===== config.mk =====
export PLATFORM = sky130hd
export DESIGN_NAME = sc_config_sequencer
export DESIGN_NICKNAME = d
export VERILOG_FILES = /design/src/rtl/sc_config_sequencer.sv
export SDC_FILE = /design/constraint.sdc
export NUM_CORES = 1
export LEC_CHECK = 0
export ABC_CLOCK_PERIOD_IN_PS = 2300
export CAP_MARGIN = 20
export CELL_PAD_IN_SITES_DETAIL_PLACEMENT = 1
export CELL_PAD_IN_SITES_GLOBAL_PLACEMENT = 2
export CORE_ASPECT_RATIO = 0.7
export CORE_MARGIN = 5
export CORE_UTILIZATION = 35
export CTS_CLUSTER_SIZE = 8
export DETAILED_ROUTE_END_ITERATION = 6
export HOLD_SLACK_MARGIN = 0.05
export PLACE_DENSITY_LB_ADDON = 0.1
export REMOVE_ABC_BUFFERS = 1
export SKIP_CTS_REPAIR_TIMING = 1
export SLEW_MARGIN = 20
export SYNTH_ARGS = -nofsm -noshare
export SYNTH_HDL_FRONTEND = slang
export SYNTH_SLANG_ARGS = --single-unit

===== constraint.sdc =====
create_clock -name PCLK_OUT_i -period 2.3 [get_ports PCLK_OUT_i]
set_input_delay 0.46 -clock PCLK_OUT_i [delete_from_list [all_inputs] [get_ports PCLK_OUT_i]]
set_output_delay 0.46 -clock PCLK_OUT_i [all_outputs]
set_load 0.02 [all_outputs]

===== src/rtl/sc_config_sequencer.sv =====
// Double-buffered scanconverter config words, applied atomically on a VSYNC falling edge,
// with optional post-apply video mute. Optional readback port: define SC_CFG_READBACK_EN.
module sc_config_sequencer #(
    parameter int unsigned MUTE_FRAMES    = 2,
    parameter int unsigned TIMEOUT_CYCLES = 8000000
) (
    input  logic        PCLK_OUT_i,
    input  logic        reset_n,
    input  logic        cfg_wr_i,
    input  logic [2:0]  cfg_addr_i,
    input  logic [31:0] cfg_wdata_i,
    input  logic        cfg_commit_i,
    input  logic        VSYNC_i,
    output logic [31:0] h_out_config_o,
    output logic [31:0] h_out_config2_o,
    output logic [31:0] v_out_config_o,
    output logic [31:0] v_out_config2_o,
    output logic [31:0] xy_out_config_o,
    output logic [31:0] misc_config_o,
    output logic [31:0] sl_config_o,
    output logic [31:0] sl_config2_o,
    output logic        cfg_busy_o,
    output logic        cfg_applied_o,
    output logic        cfg_err_o,
    output logic        mute_o
`ifdef SC_CFG_READBACK_EN
    ,
    output logic [31:0] cfg_rdata_o
`endif
);

    typedef enum logic [1:0] {
        ST_IDLE,
        ST_ARMED,
        ST_APPLY,
        ST_HOLD
    } state_e;

    localparam logic [23:0] TIMEOUT_LAST = 24'(TIMEOUT_CYCLES - 1);
    localparam logic [3:0]  MUTE_CNT     = 4'(MUTE_FRAMES);
    localparam logic        MUTE_EN      = (MUTE_FRAMES > 0);

    state_e      state_q, state_d;
    logic [31:0] staging_q [8];
    logic [31:0] staging_d [8];
    logic [31:0] active_q  [8];
    logic [31:0] active_d  [8];
    logic [23:0] tmo_cnt_q, tmo_cnt_d;
    logic [3:0]  frame_cnt_q, frame_cnt_d;
    logic        vs_prev_q;
    logic        deferred_q, deferred_d;
    logic        applied_q, applied_d;
    logic        err_q, err_d;
    logic        mute_q, mute_d;
    logic        vs_edge;
    logic [3:0]  frame_cnt_nxt;

    assign vs_edge       = vs_prev_q & ~VSYNC_i;
    assign frame_cnt_nxt = (frame_cnt_q == 4'hF) ? 4'hF : frame_cnt_q + 4'd1;

    // NOTE: every variable gets a default before the case so no path leaves it unassigned (no latches).
    always_comb begin
        state_d     = state_q;
        staging_d   = staging_q;
        active_d    = active_q;
        tmo_cnt_d   = tmo_cnt_q;
        frame_cnt_d = frame_cnt_q;
        deferred_d  = deferred_q;
        applied_d   = 1'b0;
        err_d       = 1'b0;
        mute_d      = mute_q;

        unique case (state_q)
            ST_IDLE: begin
                if (cfg_wr_i) staging_d[cfg_addr_i] = cfg_wdata_i;
                if (cfg_commit_i) begin
                    state_d   = ST_ARMED;
                    tmo_cnt_d = '0;
                end
            end
            ST_ARMED: begin
                if (cfg_wr_i) err_d = 1'b1;
                if (vs_edge || tmo_cnt_q == TIMEOUT_LAST) begin
                    state_d   = ST_APPLY;
                    active_d  = staging_q;
                    applied_d = 1'b1;
                    mute_d    = MUTE_EN;
                    if (!vs_edge) err_d = 1'b1;
                end else if (tmo_cnt_q != '1) begin
                    tmo_cnt_d = tmo_cnt_q + 24'd1;
                end
            end
            ST_APPLY: begin
                if (cfg_wr_i) staging_d[cfg_addr_i] = cfg_wdata_i;
                frame_cnt_d = '0;
                if (MUTE_EN) begin
                    state_d    = ST_HOLD;
                    deferred_d = cfg_commit_i;
                end else if (cfg_commit_i) begin
                    state_d   = ST_ARMED;
                    tmo_cnt_d = '0;
                end else begin
                    state_d = ST_IDLE;
                end
            end
            ST_HOLD: begin
                if (cfg_wr_i) staging_d[cfg_addr_i] = cfg_wdata_i;
                if (cfg_commit_i) deferred_d = 1'b1;
                if (vs_edge) begin
                    frame_cnt_d = frame_cnt_nxt;
                    // A commit seen while muted is carried straight into ARMED on exit.
                    if (frame_cnt_nxt == MUTE_CNT) begin
                        mute_d     = 1'b0;
                        deferred_d = 1'b0;
                        tmo_cnt_d  = '0;
                        state_d    = (deferred_q || cfg_commit_i) ? ST_ARMED : ST_IDLE;
                    end
                end
            end
            default: state_d = ST_IDLE;
        endcase
    end

    // NOTE: staging/active arrays are real config registers whose reset value is defined, so they are reset.
    always_ff @(posedge PCLK_OUT_i or negedge reset_n) begin
        if (!reset_n) begin
            state_q     <= ST_IDLE;
            for (int i = 0; i < 8; i++) begin
                staging_q[i] <= '0;
                active_q[i]  <= '0;
            end
            tmo_cnt_q   <= '0;
            frame_cnt_q <= '0;
            vs_prev_q   <= 1'b1;
            deferred_q  <= 1'b0;
            applied_q   <= 1'b0;
            err_q       <= 1'b0;
            mute_q      <= 1'b0;
        end else begin
            state_q     <= state_d;
            staging_q   <= staging_d;
            active_q    <= active_d;
            tmo_cnt_q   <= tmo_cnt_d;
            frame_cnt_q <= frame_cnt_d;
            vs_prev_q   <= VSYNC_i;
            deferred_q  <= deferred_d;
            applied_q   <= applied_d;
            err_q       <= err_d;
            mute_q      <= mute_d;
        end
    end

    assign h_out_config_o  = active_q[0];
    assign h_out_config2_o = active_q[1];
    assign v_out_config_o  = active_q[2];
    assign v_out_config2_o = active_q[3];
    assign xy_out_config_o = active_q[4];
    assign misc_config_o   = active_q[5];
    assign sl_config_o     = active_q[6];
    assign sl_config2_o    = active_q[7];
    assign cfg_busy_o      = (state_q == ST_ARMED) | deferred_q;
    assign cfg_applied_o   = applied_q;
    assign cfg_err_o       = err_q;
    assign mute_o          = mute_q;

`ifdef SC_CFG_READBACK_EN
    logic [31:0] rdata_q, rdata_d;

    always_comb begin
        rdata_d = active_q[cfg_addr_i];
    end

    always_ff @(posedge PCLK_OUT_i or negedge reset_n) begin
        if (!reset_n) rdata_q <= '0;
        else          rdata_q <= rdata_d;
    end

    assign cfg_rdata_o = rdata_q;
`endif

endmodule

Yosys cells after proc, flatten, opt, wreduce, memory -nomap -nowiden
Index checks and enable logic that the tools add are counted.
W data, S select, Z words.

operators by class
  equal/unequal tests = 13
  add/subtract/negate cells = 2
  bitwise logic cells = 5
  reductions and logical operators = 13
  $lt $le $gt $ge = 2
  multiplexer cells = 32

operators by type and width
  kind                     count
  $bwmux W256              1
  $mux W24                 5
  $demux W32 S3            1
  $pmux W24 S3             1
  $mux W32                 1
  $add A24 B1 Y24 const B  1
  $eq A24 B23 Y1 const B   1
  $ne A24 B24 Y1 const B   1
  $mux W1                  13
  $ne A2 B2 Y1 const B     6
  $mux W2                  4
  $mux W4                  2
  $pmux W2 S4              1
  $pmux W4 S2              1
  $reduce_and A4 Y1        2
  $reduce_and A2 Y1        3
  $reduce_and A6 Y1        1
  $add A4 B1 Y4 const B    1
  $eq A2 B2 Y1 const B     2
  $eq A4 B2 Y1 const B     1
  $eq A4 B4 Y1 const B     1
  $ge A4 B4 Y1 const B     1
  $lt A4 B1 Y1 const B     1
  $not A3 Y4               1
  10 further kinds         14

storage, ports and cells
  bits of input ports = 40
  word-level logic and storage cells = 91
  output and inout bits = 260
  register bits after elaboration = 547

Logic depth before layout (Yosys ltp)
Gate-level depths: netlist of the first run.

  depth in word-level cells = 6
  gate-level depth with buffers = 10
  depth with buffers taken out = 7

Worst setup path before layout of the first run
OpenSTA, ideal clock, no wires.

  path type = reg2reg
  start point = register frame_cnt_q[0]
  end point = register tmo_cnt_q[14]
  clock period less this slack = 2.223 ns
  path buffers = 1
  arrival = 2.085 ns
  cell stages (with the launch flop) = 8
  setup time = 0.138 ns
  setup slack = 0.077 ns
  cell sequence = dfrtp_1 ha_1 nor2b_1 o2111ai_4 a211o_1 buf_6 o41ai_1 o41ai_1

on the way
  cells in the longest elaborated chain, start to end = 5
  elaborated cells between the ends (all ways) = 6

ends and longest elaborated chain
  item                                                  RTL line  text
  start: declaration                                    49        logic [3:0] frame_cnt_q, frame_cnt_d;
  start signal: assignment                              144       frame_cnt_q <= frame_cnt_d;
  $add A4 B1 Y4 / $eq A4 B4 Y1 (equally long branches)  59        assign frame_cnt_nxt = (frame_cnt_q == 4'hF) ? 4'hF : frame_cnt_q + 4'd1;
  $mux W4 (*)                                           59
  $eq A4 B2 Y1 (*)                                      112       if (frame_cnt_nxt == MUTE_CNT) begin
  $ne A2 B2 Y1 (no line) (*)                            --
  $reduce_and A6 Y1 (no line) (*)                       --
  end signal: assignment                                143       tmo_cnt_q <= tmo_cnt_d;
  end: declaration                                      48        logic [23:0] tmo_cnt_q, tmo_cnt_d;

Every way passes the cells marked *; elsewhere a longest branch is shown, timed or not.
A chain may end at the register's enable or synchronous reset.

Worst setup path in the final report of the first run
  start point = register frame_cnt_q[1]
  end point = register tmo_cnt_q[8]

The elaborated chain is that of the path after synthesis.

==> results_dict.tcl, run 1 <==
set metrics [dict create \
    worstSetupPathType "flop to flop" \
    diodes 0 \
    syn_inst 1332 \
    dieArea_um2 65900 \
    cp.arrival_ns 2.73 \
    drive_gt1_share_pct 42.0 \
    hpwlAfterDp_um 37600 \
    htreeDepth 3 \
    ys_async_sr_fraction_pct 100 \
    placed_cell_area_um2 26200 \
    overflow 0 \
    netlist.top_cell.by_area "dfrtp_1" \
    place_ws_ns -0.347 \
    synth.top_cell.area_share_pct 64.2 \
    crit_fanout 5 \
    grt_pass1_wl_um 89500 \
    final_cell_mix "dfrtp_1, mux2_2, clkdlybuf4s50_1, buf_4, clkbuf_16" \
    core_area_um2 60100 \
    synth_area_per_cell_um2 16.0 \
    clk_path_buf_depth 3 \
    r2r.worst_path.cells 9 \
    status "completed" \
    synth_edf_count 0 \
    leakage_nw 12.2 \
    via_count 12880 \
    maxCapViolations 0 \
    numCtsBuffers 78 \
    firstDrtPassIters 4 \
    grt_max_degree 77 \
    grt_antenna_before_repair 1 \
    synthTopCellsByArea "dfrtp_1, mux2_2, buf_4" \
    finalCriticalPeriod_ns 2.23 \
    fp.dieW_um 305 \
    synth_ff_type "dfrtp_1" \
    wl_um 58200 \
    slew_headroom_pct 61.0 \
    tightest_slew_ns 0.586 \
    fin_nets 1801 \
    area_growth_pct 33.4 \
    fill_cells 5826 \
    finalHoldViolCount 0 \
    cts.sinks 547 \
    crit_path_end_kind "flop" \
    ys_seq_area_share_pct 64.3 \
    hold_path_class "primary input to async pin" \
    initial_utilization_pct 35.4 \
    synthDistinctLibCells 53 \
    io_pins 300 \
    final_common_cell "dfrtp_1" \
    drc 0 \
    worst_slack_ns 0.0726 \
    root_buffer "clkbuf_16" \
    syn_area_um2 21300 \
    clock_skew_ns 0.0274 \
    vdd_drop_max_mv 0.728 \
    power_density_nw_per_um2 1440 \
    slew_violations 0 \
    crit_required_ns 2.80 \
    stdcell_area_um2 28400 \
    clk_pin_slew_ns 0.05 \
    rows 75 \
    fin_crit_sh_pct 96.8 \
    ys_warn_count 0 \
    startpoint_type "flop" \
    ys_ff_latch 547 \
    first_global_vias 14231 \
    drt_iter0_drc 445 \
    hold_slack_ns 0.377 \
    setup-violations-final 0 \
    die_h_um 216 \
    cts_tree "built" \
    via_per_inst 5.00 \
    port_buffers 299 \
    fmax_mhz 449 \
    gp_congestion 0.745 \
    routedWlPerCell_um 22.6 \
    grt_usage_pct 17.4 \
    final_antenna_net_count 0 \
    clock_latency_ns 0.60 \
]
## routing by layer
layer	vias up	global-route usage (%)	routed length, um	share of wire, %
met2	260	27.0	26500	46
met5	-	0	13	0.022
li1	5694	-	-	-
met4	2	4.70	1220	2.1
met3	82	4.05	2430	4.2
met1	6842	24.8	28000	48
## kinds of logic (layout without fill, tap and decap cells)
logic type | count (synthesis) | after routing | share of synthesized area [%]
flip-flops | 547 | 547 | 64.3
AO/OA/AOI/OAI | 81 | 81 | 3.26
buffers and inverters | 83 | 516 | 2.15
AND/OR/NAND/NOR | 100 | 101 | 2.65
multiplexers | 515 | 515 | 27.2
adder cells (fa/ha/maj) | 6 | 6 | 0.353
## where the power goes
group / internal [mW] / total [mW] / switching [mW]
clock: 6.27 / 10.3 / 4.02
sequential: 13.9 / 16.6 / 2.66
combinational: 7.79 / 14.1 / 6.30
## layout make-up
class | instances | area (um^2) | area share (%)
Timing Repair Buffer | 415 | 4300 | 15.1
Clock buffer | 85 | 2020 | 7.12
Clock inverter | 6 | 114 | 0.401
Inverter | 10 | 37.5 | 0.132
Multi-Input combinational cell | 703 | 7210 | 25.4
Sequential cell | 547 | 13700 | 48.2
Tap cell | 808 | 1010 | 3.56
## synth_stat cells (all sizes together), types with 3 or more instances
master,count
a211oi,4
a21oi,8
a31oi,9
a41oi,4
and3,8
buf,52
clkbuf,21
dfrtp,546
ha,6
inv,10
mux2,513
nand2,17
nand3,13
nand4,13
nor2,18
nor2b,4
nor3,6
nor3b,3
nor4,3
o21ai,3
o31ai,15
o41ai,24
or3,3
## metrics by stage
| stage | setup TNS, ns | total power, mW | cells | utilization, % |
|---|---|---|---|---|
| after floorplan | -1903.53 | 23.5 | 1259 | - |
| after global placement | -41.81 | 30.5 | 2477 | 43.5 |
| final | 0 | 41.0 | 2574 | 47.3 |
| after global routing | -0.00398 | 43.2 | 2574 | 47.3 |
| after detailed placement | -49.89 | 30.9 | 2477 | 43.5 |
| after CTS | -0.453 | 41.5 | 2568 | 47.1 |
## state kept, by name, indices dropped and copies added (netlist names)
register,count
cfg_applied_o,1
cfg_err_o,1
deferred_q,1
frame_cnt_q,4
h_out_config2_o,32
h_out_config_o,32
misc_config_o,32
mute_o,1
sl_config2_o,32
sl_config_o,32
staging_q,256
state_q,2
tmo_cnt_q,24
v_out_config2_o,32
v_out_config_o,32
vs_prev_q,1
xy_out_config_o,32
## worst paths after layout
check / endpoint / slack [ns] / startpoint
setup / recovery: tmo_cnt_q[8] / 0.07 / frame_cnt_q[1]
hold / removal: staging_q[149] / 0.38 / reset_n
setup reg to reg: tmo_cnt_q[8] / 0.07 / frame_cnt_q[1]
hold reg to reg: staging_q[37] / 0.48 / staging_q[37]
max in group asynchronous: staging_q[215] / 1.02 / reset_n
min in group PCLK_OUT_i: staging_q[37] / 0.48 / staging_q[37]
## worst max-delay path, stage by stage, from the launching register on
cell and delay (ns):
dfrtp_1 0.39, ha_1 0.30, nor2b_2 0.18, o2111ai_4 0.11
buf_4 0.17, a211oi_4 0.29, buf_6 0.16, nand3_4 0.12
buf_4 0.19, o31ai_1 0.23
Note: power is estimated with default switching activity, not from simulation.
==> run 2: changes to the inputs <==
--- a/config.mk
+++ b/config.mk
@@ -12,13 +12,13 @@
 export CORE_ASPECT_RATIO = 0.7
 export CORE_MARGIN = 5
 export CORE_UTILIZATION = 35
-export CTS_CLUSTER_SIZE = 8
+export CTS_BUF_LIST = sky130_fd_sc_hd__clkbuf_8
+export CTS_CLUSTER_SIZE = 14
 export DETAILED_ROUTE_END_ITERATION = 6
 export HOLD_SLACK_MARGIN = 0.05
 export PLACE_DENSITY_LB_ADDON = 0.1
 export REMOVE_ABC_BUFFERS = 1
 export SKIP_CTS_REPAIR_TIMING = 1
-export SLEW_MARGIN = 20
 export SYNTH_ARGS = -nofsm -noshare
 export SYNTH_HDL_FRONTEND = slang
 export SYNTH_SLANG_ARGS = --single-unit
==> results_dict.tcl, run 2 (synthesis gave the netlist of run 1 again) <==
set metrics [dict create \
    clk_path_buf_depth 3 \
    pwr-share-seq_pct 42.2 \
    cts_tree "built" \
    netSwitchingPower_mw 12.8 \
    die_h_um 216 \
    crit_required_ns 2.81 \
    dpl.cell_count 2477 \
    hpwlAfterDp_um 37600 \
    core_area_um2 60100 \
    wl_um 57900 \
    largest_reg_flops 256 \
    post-route-util_pct 46.9 \
    worst_slack_ns 0.0553 \
    overflow 0 \
    hold_slack_ns 0.333 \
    root_buffer "clkbuf_8" \
    htreeDepth 3 \
    clk_pin_slew_ns 0.06 \
    grt_max_degree 77 \
    initial_utilization_pct 35.4 \
    tightest_slew_ns 0.571 \
    port_buffers 299 \
    fin_nets 1812 \
    dieArea_um2 65900 \
    place_ws_ns -0.347 \
    area_growth_pct 32.4 \
    crit_fanout 23 \
    drc 0 \
    r2r.worst_path.cells 6 \
    io_pins 300 \
    vdd_drop_max_mv 0.764 \
    gp_congestion 0.745 \
    via_count 13026 \
    worstSetupPathType "flop to flop" \
    via_per_inst 4.94 \
    finalCriticalPeriod_ns 2.24 \
    drive_gt1_share_pct 43.6 \
    status "completed" \
    fp.dieW_um 305 \
    fin_crit_sh_pct 97.6 \
    setup-violations-final 0 \
    final_common_cell "dfrtp_1" \
    r2r-end "h_out_config_o[31]" \
    crit_path_end_kind "flop" \
    placed_cell_area_um2 26200 \
    p_comb_share_pct 36.1 \
    routedWlPerCell_um 22.0 \
    firstDrtPassIters 4 \
    slew_headroom_pct 62.0 \
    clockPowerShare_pct 21.7 \
    clock_latency_ns 0.66 \
    timing.rr.start "tmo_cnt_q[10]" \
    final_antenna_net_count 0 \
    final.setup.tns_ns 0 \
    maxCapViolations 0 \
    slew_violations 0 \
    drt_iter0_drc 433 \
    power_density_nw_per_um2 1390 \
    grt_usage_pct 17.4 \
    regMostFlops "staging_q" \
    netSwitchingFraction_pct 32.8 \
    p_int_mw 26.4 \
    startpoint_type "flop" \
    final_cell_mix "dfrtp_1, mux2_2, clkdlybuf4s50_1, clkbuf_8, buf_4" \
    cts.sinks 547 \
    numCtsBuffers 88 \
    fin_cells 2639 \
    finalPower_mw 39.2 \
    leakage_nw 12.3 \
    cp.arrival_ns 2.76 \
    clock_skew_ns 0.0297 \
    rows 75 \
    fmax_mhz 445 \
    hold_path_class "primary input to async pin" \
    stdcell_area_um2 28200 \
    first_global_vias 14338 \
    reg2reg_setup_slack_ns 0.06 \
    grt_antenna_before_repair 1 \
    finalHoldViolCount 0 \
    grt_pass1_wl_um 89400 \
]
[run 2: area by class of cell]
class                           instances  area, um^2
Tap cell                              808        1010
Sequential cell                       547       13700
Clock inverter                         34         160
Fill cell                            5909       31900
Timing Repair Buffer                  416        4320
Antenna cell                            1        2.50
Clock buffer                          120        1650
Inverter                               10        37.5
Multi-Input combinational cell        703        7290
[run 2: worst max path at each step]
| stage | start | endpoint | slack (ns) |
|---|---|---|---|
| after floorplan | state_q[1] | h_out_config2_o[0] | -6.11 |
| after global placement | VSYNC_i | tmo_cnt_q[6] | -0.24 |
| after detailed placement | VSYNC_i | tmo_cnt_q[10] | -0.35 |
| after CTS | state_q[1] | cfg_busy_o | -0.54 |
| after global routing | frame_cnt_q[1] | tmo_cnt_q[17] | -0.004 |
| final | tmo_cnt_q[10] | h_out_config_o[31] | 0.06 |
[run 2: power groups by stage]
stage	clock network (mW)	logic (mW)	registers [mW]
floorplan	0	5.09	18.5
global placement	0	13.9	16.6
global route	9.31	15.1	17.1
CTS	8.86	14.2	16.6
detailed placement	0	14.1	16.8
finish	8.49	14.2	16.5
[run 2: critical path: stages, from the launching register on]
cell and delay [ns]:
dfrtp_1 0.46, nor4_1 0.35, and4_4 0.34, a22o_4 0.17, buf_12 0.19, buf_12 0.21, mux2_2 0.36
[run 2: metal layers]
layer	track usage (%)	wire length (um)
met2	26.7	26600
met4	4.80	1170
met5	0	7
met3	4.15	2470
met1	24.8	27700
==> run 3: changes to the inputs <==
--- a/config.mk
+++ b/config.mk
@@ -5,16 +5,18 @@
 export SDC_FILE = /design/constraint.sdc
 export NUM_CORES = 1
 export LEC_CHECK = 0
+export ABC_AREA = 1
 export ABC_CLOCK_PERIOD_IN_PS = 2300
 export CAP_MARGIN = 20
 export CELL_PAD_IN_SITES_DETAIL_PLACEMENT = 1
 export CELL_PAD_IN_SITES_GLOBAL_PLACEMENT = 2
 export CORE_ASPECT_RATIO = 0.7
 export CORE_MARGIN = 5
-export CORE_UTILIZATION = 35
+export CORE_UTILIZATION = 37
 export CTS_BUF_LIST = sky130_fd_sc_hd__clkbuf_8
 export CTS_CLUSTER_SIZE = 14
 export DETAILED_ROUTE_END_ITERATION = 6
+export DONT_BUFFER_PORTS = 1
 export HOLD_SLACK_MARGIN = 0.05
 export PLACE_DENSITY_LB_ADDON = 0.1
 export REMOVE_ABC_BUFFERS = 1
==> results_dict.tcl, run 3 <==
set metrics [dict create \
    status "complete, but fails checks" \
    violations "design-rule violations, negative hold slack, max-slew violations" \
    hold_path_class "primary input to async pin" \
    synth.top_cell.area_share_pct 64.6 \
    vdd_drop_max_mv 0.538 \
    grt_antenna_before_repair 0 \
    drive_gt1_share_pct 8.26 \
    crit_required_ns 1.84 \
    final_antenna_net_count 0 \
    wirelength_met1_um 27800 \
    syn_area_um2 21100 \
    clock_skew_ns 0.0268 \
    final_common_cell "nand2_1" \
    rows 73 \
    fin_crit_sh_pct 92.9 \
    worstSetupPathType "flop to output port" \
    via_count 15346 \
    htreeDepth 3 \
    grt_usage_pct 19.4 \
    fill_cells 6460 \
    finalHoldViolCount 546 \
    ys_seq_area_share_pct 64.7 \
    firstDrtPassIters 7 \
    synth_edf_count 0 \
    wl_met2_um 27400 \
    root_buffer "clkbuf_8" \
    gp_congestion 0.822 \
    initial_utilization_pct 37.3 \
    fp.dieW_um 296 \
    drc 1 \
    ys_warn_count 0 \
    first_global_vias 16199 \
    fmax_mhz 468 \
    routedWlPerCell_um 19.0 \
    fin_nets 2409 \
    via_per_inst 4.82 \
    clk_pin_slew_ns 0.06 \
    finalCriticalPeriod_ns 2.14 \
    leakage_nw 12.4 \
    io_pins 300 \
    hpwlAfterDp_um 38200 \
    reg2reg_setup_slack_ns 0.17 \
    wl_um 60300 \
    stdcell_area_um2 24300 \
    clock_latency_ns 0.67 \
    syn_inst 2302 \
    grt_max_degree 548 \
    cts_tree "built" \
    overflow 0 \
    numCtsBuffers 89 \
    crit_fanout 5 \
    diodes 0 \
    die_h_um 210 \
    power_density_nw_per_um2 1350 \
    placed_cell_area_um2 22100 \
    maxCapViolations 0 \
    synthTopCellsByArea "dfrtp_1, nand2_1, o21ai_0" \
    core_area_um2 56700 \
    top_layer "met4" \
    timing.rr.start "tmo_cnt_q[1]" \
    cp.arrival_ns 1.68 \
    wl_met3_um 4070 \
    ys_ff_latch 547 \
    hold_slack_ns -0.486 \
    netlist.top_cell.by_area "dfrtp_1" \
    tightest_slew_ns 1.53 \
    ys_async_sr_fraction_pct 100 \
    r2r.worst_path.cells 12 \
    port_buffers 0 \
    synth_area_per_cell_um2 9.19 \
    setup-violations-final 0 \
    area_growth_pct 15.1 \
    post-route-util_pct 42.9 \
    synthDistinctLibCells 34 \
    synth_ff_type "dfrtp_1" \
    slew_headroom_pct -2.27 \
    final_cell_mix "nand2_1, dfrtp_1, o21ai_0, inv_1, clkbuf_8" \
    largest_reg_flops 256 \
    dieArea_um2 62100 \
    critPathLaunch "state_q[0]" \
    crit_path_end_kind "output port" \
    startpoint_type "flop" \
    grt_pass1_wl_um 95500 \
    drt_iter0_drc 867 \
    crit_end "cfg_busy_o" \
    clk_path_buf_depth 3 \
    slew_violations 71 \
    synth.most_common_cell "nand2_1" \
    synth_common_cells "nand2_1, dfrtp_1, o21ai_0, inv_1, nor2_1" \
    cts.sinks 547 \
    regMostFlops "staging_q" \
    r2r-end "v_out_config2_o[26]" \
]
-- run 3: critical path: stages (launching register included) --
cell	delay, ns
dfrtp_1	0.42
ha_2	0.24
or2_2	0.36
-- run 3: worst min path at each step --
| stage | startpoint | end | slack (ns) | cells past startpoint |
|---|---|---|---|---|
| finish | reset_n | xy_out_config_o[19] | -0.49 | 0 |
| detailed placement | reset_n | xy_out_config_o[19] | 0.18 | 0 |
| global route | reset_n | xy_out_config_o[19] | -0.58 | 0 |
| global placement | reset_n | xy_out_config_o[19] | 0.19 | 0 |
| floorplan | reset_n | cfg_applied_o | 0.16 | 0 |
| CTS | reset_n | xy_out_config_o[19] | -0.56 | 0 |
-- run 3: kinds of logic after synthesis --
kind of cell    share of synthesized area [%]
xor+xnor                                0.249
fa+ha+maj                               0.355
simple gates                             20.4
compound gates                           8.94
buf+inv                                  5.35
flops                                    64.7
-- run 3: area by class of cell --
cell class | instances | area, um^2 | area share [%]
Clock buffer | 112 | 1540 | 6.33
Clock inverter | 48 | 322 | 1.32
Inverter | 141 | 537 | 2.20
Multi-Input combinational cell | 1501 | 6390 | 26.2
Sequential cell | 547 | 13700 | 56.2
Tap cell | 750 | 938 | 3.85
Timing Repair Buffer | 83 | 931 | 3.82
-- run 3: metrics by stage --
stage | power, mW | hold slack [ns] | worst slack [ns] | cells | setup TNS, ns
after floorplan | 21.5 | 0.164 | -5.03 | 2189 | -1362.44
after global placement | 23.8 | 0.189 | 0.145 | 2985 | 0
after detailed placement | 24.2 | 0.179 | 0.0865 | 2985 | 0
after CTS | 33.3 | -0.562 | -0.0357 | 3145 | -0.0357
after global routing | 35.2 | -0.579 | -0.00126 | 3182 | -0.00126
final | 32.8 | -0.486 | 0.162 | 3182 | 0
-- run 3: metal layers --
metal | track usage (%) | vias to the layer above
li1 | - | 7328
met1 | 26.5 | 7677
met2 | 30.4 | 262
met3 | 6.60 | 79
met4 | 4.49 | 0
met5 | 0 | -
-- run 3: where the power goes --
| part | internal [mW] | switching (mW) |
|---|---|---|
| sequential | 13.5 | 4.93 |
| clock | 4.84 | 3.99 |
| combinational | 2.14 | 3.38 |
